<file path="src/rtl/hazard_ctrl.sv">
// Pipeline hazard and stall controller for the 5-stage datapath: latch enables/flushes,
// PC write enable, sticky halt, memory-wait freeze and saturating stall/flush counters.
module hazard_ctrl #(
  parameter int unsigned CNT_W = 32
) (
  input  logic             CLK,
  input  logic             nRST,
  input  logic             ihit,
  input  logic             dhit,
  input  logic [4:0]       ifid_rs,
  input  logic [4:0]       ifid_rt,
  input  logic             ifid_uses_rt,
  input  logic             idex_dREN,
  input  logic [4:0]       idex_rt,
  input  logic             exmem_dREN,
  input  logic             exmem_dWEN,
  input  logic             branch_taken,
  input  logic             halt_wb,
  output logic             pc_en,
  output logic             ifid_en,
  output logic             ifid_flush,
  output logic             idex_en,
  output logic             idex_flush,
  output logic             exmem_en,
  output logic             exmem_flush,
  output logic             memwb_en,
  output logic             halted,
  output logic [CNT_W-1:0] stall_cnt,
  output logic [CNT_W-1:0] flush_cnt
);

  localparam int unsigned REG_W = 5;

  typedef enum logic [1:0] {RUN, MEM_WAIT, HALTED} state_t;

  state_t state, next_state;
  logic   mem_busy;
  logic   load_use;
  logic   flush_inc;
  logic   stall_inc;

  assign mem_busy = (exmem_dREN | exmem_dWEN) & ~dhit;
  // $0 is never a real load destination, so it cannot create a hazard
  assign load_use = idex_dREN & (idex_rt != REG_W'(0)) &
                    ((idex_rt == ifid_rs) | (ifid_uses_rt & (idex_rt == ifid_rt)));

  always_ff @(posedge CLK or negedge nRST) begin
    if (!nRST) state <= RUN;
    else       state <= next_state;
  end

  // Priority: halted, memory freeze, branch flush, load-use bubble, fetch miss, run
  always_comb begin
    next_state  = state;
    pc_en       = 1'b0;
    ifid_en     = 1'b0;
    ifid_flush  = 1'b0;
    idex_en     = 1'b0;
    idex_flush  = 1'b0;
    exmem_en    = 1'b0;
    exmem_flush = 1'b0;
    memwb_en    = 1'b0;
    halted      = 1'b0;
    flush_inc   = 1'b0;
    if (!nRST) begin
      next_state = RUN;
    end else if (state == HALTED) begin
      halted = 1'b1;
    end else begin
      if (mem_busy) begin
        next_state = MEM_WAIT;
      end else begin
        next_state = RUN;
        memwb_en   = 1'b1;
        exmem_en   = 1'b1;
        idex_en    = 1'b1;
        if (branch_taken) begin
          pc_en       = 1'b1;
          ifid_en     = 1'b1;
          ifid_flush  = 1'b1;
          idex_flush  = 1'b1;
          exmem_flush = 1'b1;
          flush_inc   = 1'b1;
        end else if (load_use) begin
          idex_flush = 1'b1;
        end else if (!ihit) begin
          ifid_en    = 1'b1;
          ifid_flush = 1'b1;
        end else begin
          pc_en   = 1'b1;
          ifid_en = 1'b1;
        end
      end
      // The halt retires this cycle regardless of what else is going on
      if (halt_wb) begin
        memwb_en   = 1'b1;
        next_state = HALTED;
      end
    end
  end

  assign stall_inc = (state != HALTED) & ~pc_en;

  always_ff @(posedge CLK or negedge nRST) begin
    if (!nRST) begin
      stall_cnt <= '0;
      flush_cnt <= '0;
    end else begin
      if (stall_inc && (stall_cnt != {CNT_W{1'b1}})) stall_cnt <= stall_cnt + CNT_W'(1);
      if (flush_inc && (flush_cnt != {CNT_W{1'b1}})) flush_cnt <= flush_cnt + CNT_W'(1);
    end
  end

endmodule

</file>
<file path="config.mk">
export PLATFORM = sky130hd
export DESIGN_NAME = hazard_ctrl
export DESIGN_NICKNAME = d
export VERILOG_FILES = /design/src/rtl/hazard_ctrl.sv
export SDC_FILE = /design/constraint.sdc
export NUM_CORES = 1
export LEC_CHECK = 0
export CAP_MARGIN = 20
export CORE_ASPECT_RATIO = 1.1
export CORE_MARGIN = 2
export CORE_UTILIZATION = 30
export DETAILED_ROUTE_END_ITERATION = 10
export GPL_ROUTABILITY_DRIVEN = 0
export MAX_ROUTING_LAYER = met4
export PLACE_DENSITY_LB_ADDON = 0.1
export SLEW_MARGIN = 20
export SYNTH_ARGS = -nofsm -noshare
export SYNTH_HDL_FRONTEND = slang
export SYNTH_SLANG_ARGS = --single-unit
</file>
<file path="constraint.sdc">
create_clock -name CLK -period 1.8 [get_ports CLK]
set_input_delay 0.45 -clock CLK [delete_from_list [all_inputs] [get_ports CLK]]
set_output_delay 0.45 -clock CLK [all_outputs]
set_load 0.02 [all_outputs]
</file>
Word-level counts from Yosys, hierarchy flattened
Index checks and enable logic that the tools add are counted.
{"block": "classes", "reduce_logical": 3, "multipliers": 0, "n_bitwise": 9, "eq_ne": 7, "shifts": 0, "n_addsub": 2, "div": 0, "mux": 38, "magnitude_cmp": 0}
{"operator": "32-bit by 1-bit adder with 32-bit output (second input constant)", "n": 2}
{"operator": "32-bit != test (second input constant)", "n": 2}
{"operator": "1-bit 2-to-1 mux", "n": 35}
{"operator": "5-bit equality test", "n": 2}
{"operator": "2-bit 2-to-1 mux", "n": 3}
{"operator": "1-bit AND", "n": 5}
{"operator": "5-bit nonzero test", "n": 1}
{"operator": "2-bit != test (second input constant)", "n": 2}
{"operator": "2-bit equality test (second input constant)", "n": 1}
{"operator": "1-bit logical AND", "n": 2}
{"operator": "1-bit NOT", "n": 2}
{"operator": "1-bit bitwise OR", "n": 2}
{"block": "totals", "mem_bits_ro": 0, "ff_bits": 66, "latchBits": 0, "out_inout_bits": 73, "mem_bits_rw": 0, "memories": 0, "input_bits": 25, "word_cells": 62}

Longest topological paths before layout
{"block": "depth", "ltp_word": 12, "depth_mapped": 8, "depth_no_buf": 7}

Worst setup path before layout
OpenSTA, ideal clock, no wires.
{"block": "synth_path", "kind": "in2out", "from": "input idex_rt[1]", "to": "output ifid_flush", "t_arrival_ns": 1.841, "path_stages": 5, "n_path_buf": 0, "t_required_ns": 1.350, "path_slack_ns": -0.491, "path_cell_list": "or4_1 o21a_1 nand2_1 nand2_1 o21ai_0"}
{"block": "synth_via", "elab_chain_cells": 9}
{"element": "start: declaration", "line_no": "14", "text": "input logic [4:0] idex_rt,"}
{"element": "5-bit equality test", "line_no": "45", "text": "((idex_rt == ifid_rs) | (ifid_uses_rt & (idex_rt == ifid_rt)));"}
{"element": "1-bit AND", "line_no": "45"}
{"element": "1-bit bitwise OR", "line_no": "45"}
{"element": "1-bit AND (*)", "line_no": "44", "text": "assign load_use = idex_dREN & (idex_rt != REG_W'(0)) &"}
{"element": "1-bit 2-to-1 mux (*)", "line_no": "84", "text": "end else if (load_use) begin"}
{"element": "1-bit 2-to-1 mux (*)", "line_no": "77", "text": "if (branch_taken) begin"}
{"element": "1-bit 2-to-1 mux (*)", "line_no": "70", "text": "if (mem_busy) begin"}
{"element": "1-bit 2-to-1 mux (*)", "line_no": "67", "text": "end else if (state == HALTED) begin"}
{"element": "1-bit 2-to-1 mux (*)", "line_no": "65", "text": "if (!nRST) begin"}
{"element": "end: declaration", "line_no": "21", "text": "output logic ifid_flush,"}
Every way passes the cells marked *; elsewhere a longest branch is shown, timed or not.

Worst setup path after layout
{"block": "layout_path", "from": "input idex_rt[2]", "to": "output ifid_flush"}
Same word-level chain as after synthesis.

==> out/metrics.cfg <==
[critical_path]
critPathLaunchType=input port
path_buf_inv=2
r2r_end=flush_cnt[26]$_DFFE_PN0P_
cp.required_ns=1.35
reg2reg_depth=6
r2r_setup_slack_ns=-0.12
reg2reg_from=state[0]$_DFFE_PN0N_
path_delay_family=simple AND/OR/NAND/NOR gates
cp-end-kind=output port
path_cells=buf_6, or4_4, o21a_1, nand2_2, nand2_4, o21ai_4, buf_6
path_max_fanout=3
slowest_delay_ns=0.52
critical_path_class=input port to output port
cp.arrival_ns=1.71
crit_slowest_cell=or4_4
cp_common_cell=buf_6

[sta]
relSlewSlack=0.7797
slew_violations=0
rsz0062_at_grt=yes
fmax_mhz=462.1
hold_viol_final=0
period_minus_slack_ns=2.164
fin_crit_sh=1.202
setup_viol=40
fin_skew_ns=0.007336
worst_slew_pin_slew_ns=0.3277
worst_slack_ns=-0.3640

[synth]
synth_area_mm2=0.003402
synth_area_leaders=dfrtp_1 49%, xor2_1 9.0%, xnor2_1 8.8%, nand3_1 3.8%, nand2_1 3.1%
yosys.area.top_type=dfrtp_1
synthTopCellsByCount=66 x dfrtp_1, 35 x xor2_1, 34 x xnor2_1, 28 x nand2_1
ys_ff_latch=66
synthArstFlopShare=1.000
syn-instance-count=331
post-synth-top-count-cell=dfrtp_1
synth_ff_type=dfrtp_1
yosysTopAreaCellShare=0.4855
synth.distinct_cells=43
avgSynthCellArea_um2=10.28
synth_nets=358
synth-edff-count=0
yosysSeqAreaShare=0.4855
ys_warn_count=0

[floorplan]
fp-row-count=40
io_pins=98
die_area_mm2=0.01221
fp.dieW_um=105.5
initial_core_util=0.3090
die_h_um=115.7
coreArea_mm2=0.01101

[clocking]
cts_tree=built
clock_sinks=66
numCtsBuffers=9
cts-root-buf=clkbuf_16
clk_latency_ns=0.34
h-tree-depth=3
clk_pin_slew_ns=0.06
clockBufferDepth=2

[detailed_routing]
firstDrtPassIters=7
ant_nets=0
wire_per_inst_um=14.43
drt_wl_total_um=10520
via_count=3376
dr.first_iter.drc_count=101
post-route-drc-count=0
viasPerCell=4.631

[grt]
gr-total-overflow=0
grt_max_degree=26
antenna_found_initial=0
grtUsageTotal=0.1862
grt_pass1_vias=3617
grt_pass1_wl_um=17420

[place]
place.detailed.hpwl_um=7371
port_buffers=97
place.detailed.instances=689
place_area_mm2=0.005520

[cells_and_area]
fin_area_mm2=0.006689
instances_no_fill=729
area_delta_synth_final_pct=96.62
antenna_cells=0
layout-drive-gt1-share=0.4931
final_nets=604

[run]
drv_cap=0

[status]
violations=negative setup slack
outcome=finished, violations left

[pwr]
power_per_cell_area_mw_per_mm2=767.4
ir_drop_v=0.0004938
power_leakage_nw=3.517

[worst_hold_path]
min_path_type=input port to async pin

## cell families (layout without fill, tap and decap cells)
kind of cell | after synthesis | in the layout | share of synthesized area
buffers and inverters | 16 | 267 | 0.02059
AND/OR/NAND/NOR | 158 | 158 | 0.2534
multiplexers | 3 | 3 | 0.009929
adder cells (fa/ha/maj) | 2 | 2 | 0.007354
XOR/XNOR | 70 | 70 | 0.1824
flip-flops | 66 | 66 | 0.4855
AO/OA/AOI/OAI | 16 | 16 | 0.04082
## worst max path at each step
stage                     startpoint                       end  slack (ns)  cells after the start
after global routing      idex_rt[2]                ifid_flush       -0.40                      7
after global placement    idex_rt[1]                ifid_flush       -1.18                      7
after CTS                 idex_rt[4]                ifid_flush       -0.37                      7
after detailed placement  idex_rt[1]                ifid_flush       -1.20                      7
final                     idex_rt[2]                ifid_flush       -0.36                      7
after floorplan           idex_rt[1]  stall_cnt[1]$_DFFE_PN0P_       -0.25                      6
## sequential cells by signal, summed over array words and instances (netlist names)
register and count:
flush_cnt 32, stall_cnt 32, state 2
## timing repair
action / in CTS / in global routing
endpoints found under the setup margin: 127 / 67
endpoints found under the hold margin: 0 / 0
pin swaps: 45 / 45
gates resized for setup: 228 / 75
setup buffers: 19 / 11
gates cloned: 3 / 0
hold buffers: 0 / 0
## per-stage QoR
step	util	setup TNS (ns)	power [mW]	worst slack, ns	hold slack [ns]
detailed placement	0.5014	-48.63	2.974	-1.205	0.4855
global placement	0.5014	-47.95	2.959	-1.179	0.4773
CTS	0.5808	-8.932	5.146	-0.3706	0.1758
finish	0.6075	-7.084	5.133	-0.3640	0.1770
floorplan	-	-6.008	2.237	-0.2497	0.1544
global route	0.6075	-10.02	5.371	-0.3974	0.1905
## per-layer routing
layer,routed length [um],part of all wire,track usage,vias up
met5,0,0,-,-
met4,262,0.025,0.08684,0
met3,315,0.030,0.03150,19
met2,5530,0.53,0.3230,64
met1,4414,0.42,0.2110,1645
li1,-,-,-,1648
## layout make-up
type | instances | area [um^2]
inverter | 11 | 43.79
clock buffer | 12 | 266.5
multi-input combinational | 249 | 2311
tap | 147 | 183.9
clock inverter | 4 | 72.57
sequential | 66 | 1664
fill | 961 | 4322
timing repair buffer | 240 | 2147
## worst register-to-register path, stage by stage (launching register included)
cell and delay [ns]:
dfrtp_1 0.39, nand2b_4 0.19, nand4_4 0.12, or2_4 0.27
or3_4 0.35, or3_4 0.35, xnor2_2 0.13
## where the power goes
part | total (mW) | switching [mW] | internal, mW
logic | 1.43 | 0.695 | 0.733
clock network | 2.00 | 0.674 | 1.32
registers | 1.71 | 0.0964 | 1.61
## layout by cell type (no fill, tap or decap), drive strengths merged, types with 5 or more instances in the layout
cell / instances
nand4: 16
dfrtp: 66
nor4: 10
nand3: 27
nor2: 26
and3: 11
or2: 5
dlygate4sd2: 67
xor2: 35
inv: 11
nand2: 28
buf: 156
clkdlybuf4s15: 6
clkbuf: 16
nor3: 21
xnor2: 35
No activity file was read; power rests on OpenSTA's default activity.
